### config.mk
export PLATFORM = sky130hd
export DESIGN_NAME = uart_tx_sequencer
export DESIGN_NICKNAME = d
export VERILOG_FILES = /design/src/rtl/uart_tx_sequencer.sv
export SDC_FILE = /design/constraint.sdc
export NUM_CORES = 1
export LEC_CHECK = 0
export BUFFER_PORTS_ARGS = -buffer_cell sky130_fd_sc_hd__buf_2
export CAP_MARGIN = 20
export CORE_AREA = 4 4 89 91
export CTS_BUF_LIST = sky130_fd_sc_hd__clkbuf_4 sky130_fd_sc_hd__clkbuf_8 sky130_fd_sc_hd__clkbuf_16
export DETAILED_ROUTE_END_ITERATION = 12
export DIE_AREA = 0 0 93 95
export MAX_ROUTING_LAYER = met4
export PLACE_DENSITY = 0.79
export SYNTH_ARGS = -nofsm -noshare
export SYNTH_HDL_FRONTEND = slang
export SYNTH_SLANG_ARGS = --single-unit
### constraint.sdc
create_clock -name clk_i -period 3.33 [get_ports clk_i]
set_input_delay 0.666 -clock clk_i [delete_from_list [all_inputs] [get_ports clk_i]]
set_output_delay 0.666 -clock clk_i [all_outputs]
set_load 0.01 [all_outputs]
### src/rtl/uart_tx_sequencer.sv
// Round-robin character sequencer: brings up a 16550-style UART over APB, then
// grants requesters one at a time, polls LSR.THRE and writes each character to THR.
module uart_tx_sequencer #(
    parameter int          N_REQ     = 4,
    parameter logic [15:0] DIVISOR   = 16'h001B,
    parameter logic [31:0] BASE_ADDR = 32'h0000_0000
) (
    input  logic               clk_i,
    input  logic               rst_ni,
    input  logic [N_REQ-1:0]   req_valid_i,
    input  logic [8*N_REQ-1:0] req_data_i,
    output logic [N_REQ-1:0]   req_ready_o,
    output logic               init_done_o,
    output logic               err_o,
    output logic               psel_o,
    output logic               penable_o,
    output logic               pwrite_o,
    output logic [31:0]        paddr_o,
    output logic [31:0]        pwdata_o,
    input  logic [31:0]        prdata_i,
    input  logic               pready_i,
    input  logic               pslverr_i
);

    localparam int PTR_W = (N_REQ > 1) ? $clog2(N_REQ) : 1;

    localparam logic [2:0] REG_THR = 3'd0;
    localparam logic [2:0] REG_IER = 3'd1;
    localparam logic [2:0] REG_FCR = 3'd2;
    localparam logic [2:0] REG_LCR = 3'd3;
    localparam logic [2:0] REG_LSR = 3'd5;
    localparam logic [2:0] LAST_INIT_STEP = 3'd5;

    typedef enum logic [1:0] {INIT, IDLE, POLL, WRITE} state_t;

    state_t             r_state;
    logic [2:0]         r_step;
    logic [PTR_W-1:0]   r_ptr;
    logic [7:0]         r_byte;
    logic               r_psel;
    logic               r_penable;
    logic               r_pwrite;
    logic [31:0]        r_paddr;
    logic [31:0]        r_pwdata;
    logic               r_init_done;
    logic               r_err;

    logic               w_any;
    logic [PTR_W-1:0]   w_grant_idx;
    logic [PTR_W-1:0]   w_ptr_nxt;
    logic [7:0]         w_byte;
    logic [N_REQ-1:0]   w_grant;
    logic               w_done;
    logic               w_unused_prdata;

    function automatic logic [31:0] reg_addr(input logic [2:0] k);
        return BASE_ADDR + {27'd0, k, 2'b00};
    endfunction

    // Bring-up order: DLAB on, divisor low/high, 8N1 with DLAB off, FIFOs on, IRQs off.
    function automatic logic [2:0] init_reg(input logic [2:0] step);
        case (step)
            3'd0:    return REG_LCR;
            3'd1:    return REG_THR;
            3'd2:    return REG_IER;
            3'd3:    return REG_LCR;
            3'd4:    return REG_FCR;
            default: return REG_IER;
        endcase
    endfunction

    function automatic logic [7:0] init_data(input logic [2:0] step);
        case (step)
            3'd0:    return 8'h80;
            3'd1:    return DIVISOR[7:0];
            3'd2:    return DIVISOR[15:8];
            3'd3:    return 8'h03;
            3'd4:    return 8'h07;
            default: return 8'h00;
        endcase
    endfunction

    always_comb begin
        int sum;
        int nxt;
        logic vld;
        w_any       = 1'b0;
        w_grant_idx = '0;
        w_byte      = '0;
        w_grant     = '0;
        sum         = 0;
        nxt         = 0;
        vld         = 1'b0;
        for (int k = 0; k < N_REQ; k++) begin
            sum = int'(r_ptr) + k;
            if (sum >= N_REQ) sum = sum - N_REQ;
            vld = 1'b0;
            for (int j = 0; j < N_REQ; j++) begin
                if (j == sum) vld = req_valid_i[j];
            end
            if (!w_any && vld) begin
                w_any       = 1'b1;
                w_grant_idx = PTR_W'(sum);
            end
        end
        for (int j = 0; j < N_REQ; j++) begin
            if (w_grant_idx == PTR_W'(j)) w_byte = req_data_i[8*j +: 8];
        end
        nxt = int'(w_grant_idx) + 1;
        if (nxt >= N_REQ) nxt = 0;
        w_ptr_nxt = PTR_W'(nxt);
        if (r_state == IDLE && w_any) begin
            for (int j = 0; j < N_REQ; j++) begin
                if (w_grant_idx == PTR_W'(j)) w_grant[j] = 1'b1;
            end
        end
    end

    assign w_done          = r_psel & r_penable & pready_i;
    assign w_unused_prdata = ^{prdata_i[31:6], prdata_i[4:0]};

    always_ff @(posedge clk_i or negedge rst_ni) begin
        if (!rst_ni) begin
            r_state     <= INIT;
            r_step      <= '0;
            r_ptr       <= '0;
            r_byte      <= '0;
            r_psel      <= 1'b0;
            r_penable   <= 1'b0;
            r_pwrite    <= 1'b0;
            r_paddr     <= '0;
            r_pwdata    <= '0;
            r_init_done <= 1'b0;
            r_err       <= 1'b0;
        end else begin
            if (w_done && pslverr_i) r_err <= 1'b1;
            case (r_state)
                INIT: begin
                    if (!r_psel) begin
                        r_psel   <= 1'b1;
                        r_pwrite <= 1'b1;
                        r_paddr  <= reg_addr(init_reg(r_step));
                        r_pwdata <= {24'h0, init_data(r_step)};
                    end else if (!r_penable) begin
                        r_penable <= 1'b1;
                    end else if (pready_i) begin
                        if (r_step == LAST_INIT_STEP) begin
                            r_psel      <= 1'b0;
                            r_penable   <= 1'b0;
                            r_pwrite    <= 1'b0;
                            r_init_done <= 1'b1;
                            r_state     <= IDLE;
                        end else begin
                            r_step    <= r_step + 3'd1;
                            r_penable <= 1'b0;
                            r_paddr   <= reg_addr(init_reg(r_step + 3'd1));
                            r_pwdata  <= {24'h0, init_data(r_step + 3'd1)};
                        end
                    end
                end
                IDLE: begin
                    if (w_any) begin
                        r_byte    <= w_byte;
                        r_ptr     <= w_ptr_nxt;
                        r_state   <= POLL;
                        r_psel    <= 1'b1;
                        r_penable <= 1'b0;
                        r_pwrite  <= 1'b0;
                        r_paddr   <= reg_addr(REG_LSR);
                        r_pwdata  <= '0;
                    end
                end
                POLL: begin
                    if (!r_penable) begin
                        r_penable <= 1'b1;
                    end else if (pready_i) begin
                        r_penable <= 1'b0;
                        // An errored LSR read is treated as "not empty" and retried.
                        if (prdata_i[5] && !pslverr_i) begin
                            r_state  <= WRITE;
                            r_pwrite <= 1'b1;
                            r_paddr  <= reg_addr(REG_THR);
                            r_pwdata <= {24'h0, r_byte};
                        end
                    end
                end
                WRITE: begin
                    if (!r_penable) begin
                        r_penable <= 1'b1;
                    end else if (pready_i) begin
                        r_psel    <= 1'b0;
                        r_penable <= 1'b0;
                        r_pwrite  <= 1'b0;
                        r_state   <= IDLE;
                    end
                end
                default: r_state <= INIT;
            endcase
        end
    end

    assign req_ready_o = w_grant;
    assign init_done_o = r_init_done;
    assign err_o       = r_err;
    assign psel_o      = r_psel;
    assign penable_o   = r_penable;
    assign pwrite_o    = r_pwrite;
    assign paddr_o     = r_paddr;
    assign pwdata_o    = r_pwdata;

endmodule
==> flow_summary.ini <==
[setup_path]
cp_max_fo = 7
crit_end = req_ready_o[3]
worstSetupStartpoint = r_ptr[0]
arrival_ns = 2.58
r2r-start = r_ptr[0]
regToRegEndpoint = r_byte[7]
r2r_cells = 12
crit_type = reg2out
ff2ff_setup_slack_ns = 0.29
required_ns = 2.66
end_kind = output pin
cp-start-kind = register

[run]
cap_violations = 0

[clocking]
cts_root_buffer = clkbuf_8
cts.sink_count = 31
cts_buffer_depth = 2
path_clk_slew_ns = 0.07
ctsHtreeMaxLevel = 2
clock_latency_ns = 0.29
cts_buffers = 5
cts_tree = done

[pwr]
seq_power_share = 0.163
comb_power_share = 0.752
switching_share = 0.468
p_int_mw = 2.44
clockPowerShare = 0.086
ir_worst_vdd_uv = 815
leakagePower_nw = 1.62
p_sw_mw = 2.14
power_mw = 4.58
p_per_area_nw_per_um2 = 1340

[cells_and_area]
final_area_sq_um = 3430
layout_common_cells = 60 x buf_2, 53 x conb_1, 30 x dfrtp_1, 26 x nand2_1
areaGrowthSynthToFinish_pct = 19.3
drive_gt1_frac = 0.334
n_antenna_cell = 0
layout_commonest_cell = buf_2
layout.nets = 479
fin_util = 0.480

[floorplan]
placementRows = 31
die_y_um = 95
dieArea_sq_um = 8840
io_pins = 145
core_sq_um = 7140
initial_core_util = 0.403
die_width_um = 93

[routing]
drc = 0
drt_first_pass_iters = 4
routed-via-count = 2433
ant_nets = 0
drt_wl_total_um = 6660
avgViaCountPerCell = 5.02
wl_per_cell_um = 13.7
dr.first_iter.drc_count = 124

[yosys]
syn_area_per_cell_sq_um = 9.01
syn_inst = 319
synth_cell_types = 61
yosysWarnings = 0
synth_edf_count = 0
synthArstFlopShare = 1.00
netlist_area_sq_um = 2870
ys.flop_type = dfrtp_1
yosys_register_bits = 31
yosysSeqAreaShare = 0.270

[placed_design]
placed_cell_area_sq_um = 3100
hpwl_um = 5070
place_congestion = 0.836
port_buffers = 60

[hold_path]
hp-class = in2async

[sta]
hold_ws_ns = 0.426
finalSetupViolations = 0
slew_headroom = 0.526
max_clock_freq_mhz = 308
slew_violations = 0
finalWorstPathRequiredPeriod_ns = 3.25
period_share = 0.976
final.setup_skew_ns = 0.00302
tightestPinTransition_ns = 0.711
hold_violations = 0

[run_status]
status = finished, final reports clean

[global_routing]
grt_max_degree = 32
grt_first_pass_wirelength_um = 10500
overflow = 0
grt_pass1_vias = 2204
antenna_found_initial = 0
grt_usage = 0.151
==> power by group through the flow <==
stage                     sequential, mW  clock, mW  combinational, mW
after global placement             0.736          0               2.86
after floorplan                    0.711          0               2.29
after detailed placement           0.744          0               2.98
after CTS                          0.738      0.397               3.11
final                              0.744      0.392               3.44
after global routing               0.774      0.424               3.79
==> layer usage <==
| layer | share of wire | global-route usage | vias to the layer above | wire, um |
|---|---|---|---|---|
| met5 | 0 | - | - | 0 |
| met4 | 0.017 | 0.0488 | 0 | 113 |
| met3 | 0.074 | 0.0231 | 11 | 494 |
| met2 | 0.49 | 0.251 | 102 | 3280 |
| met1 | 0.42 | 0.189 | 1154 | 2770 |
| li1 | - | - | 1166 | - |
==> synth_stat cells, types with 2 or more instances <==
cell type | count | area share
mux2i_1 | 4 | 0.014
ha_1 | 22 | 0.096
o21ai_0 | 12 | 0.021
mux2_2 | 16 | 0.063
nand3_1 | 6 | 0.010
and2_1 | 6 | 0.013
nand2_1 | 26 | 0.034
a31oi_1 | 3 | 0.0065
buf_4 | 54 | 0.14
nor2b_1 | 16 | 0.035
a211oi_1 | 10 | 0.026
a21o_1 | 2 | 0.0052
a21oi_1 | 13 | 0.023
nand3b_1 | 4 | 0.010
xnor2_1 | 2 | 0.0061
o31ai_1 | 7 | 0.018
clkbuf_1 | 9 | 0.012
nor2_1 | 6 | 0.0078
nor3_1 | 3 | 0.0052
a221o_1 | 2 | 0.0070
dfrtp_1 | 31 | 0.27
inv_1 | 15 | 0.020
a221oi_1 | 8 | 0.024
nor3b_1 | 3 | 0.0078
a2bb2oi_1 | 3 | 0.0091
==> how the worst min path moves through the flow <==
| stage | from | end | slack [ns] |
|---|---|---|---|
| 6_report | rst_ni | paddr_o[2] | 0.43 |
| 4_1_cts | rst_ni | r_step[0] | 0.45 |
| 3_5_place_dp | err_o | err_o | 0.45 |
| 5_1_grt | rst_ni | r_step[0] | 0.48 |
| 3_3_place_gp | err_o | err_o | 0.43 |
| 2_1_floorplan | rst_ni | err_o | 0.37 |
==> kinds of logic after synthesis <==
| family | Yosys count | share of synthesized area |
|---|---|---|
| AO/OA/AOI/OAI | 82 | 0.221 |
| AND/OR/NAND/NOR | 80 | 0.150 |
| buffers and inverters | 80 | 0.176 |
| flip-flops | 31 | 0.270 |
| adder cells (fa/ha/maj) | 23 | 0.0993 |
| multiplexers | 20 | 0.0767 |
| XOR/XNOR | 2 | 0.00610 |
| other | 1 | 0.00131 |
==> state kept, by name (all words and copies together) (netlist names) <==
signal and flops:
paddr_o 3, penable_o 1, r_ptr 2, pwrite_o 1, r_byte 8, r_step 3
init_done_o 1, r_state 2, psel_o 1, err_o 1, pwdata_o 8
==> timing repair <==
action	CTS	global route
pin swaps	3	8
gates resized for setup	14	21
hold buffers	0	0
setup buffers	1	3
setup endpoints to repair	10	11
==> metrics by stage <==
| step | setup TNS, ns | instances | setup WS, ns |
|---|---|---|---|
| final | 0 | 485 | 0.0812 |
| after global routing | -0.153 | 485 | -0.0634 |
| after CTS | 0 | 482 | 0.0195 |
| after detailed placement | -0.513 | 473 | -0.143 |
| after global placement | 0 | 473 | 0.0467 |
| after floorplan | 0 | 371 | 0.0691 |
==> critical path, stage by stage (launching register included) <==
cell      delay (ns)
dfrtp_2         0.45
buf_6           0.15
ha_4            0.19
nand3b_1        0.18
a211o_4         0.39
and2_1          0.20
a22o_4          0.24
ha_1            0.20
and2_1          0.15
buf_2           0.14
==> final cells by class <==
| cell class | count | area [sq um] |
|---|---|---|
| Fill cell | 695 | 3710 |
| Multi-Input combinational cell | 260 | 1950 |
| Clock inverter | 2 | 35.0 |
| Timing Repair Buffer | 72 | 398 |
| Sequential cell | 31 | 777 |
| Inverter | 15 | 56.3 |
| Clock buffer | 6 | 82.6 |
| Tap cell | 99 | 124 |
Note: power is estimated with default switching activity, not from simulation.
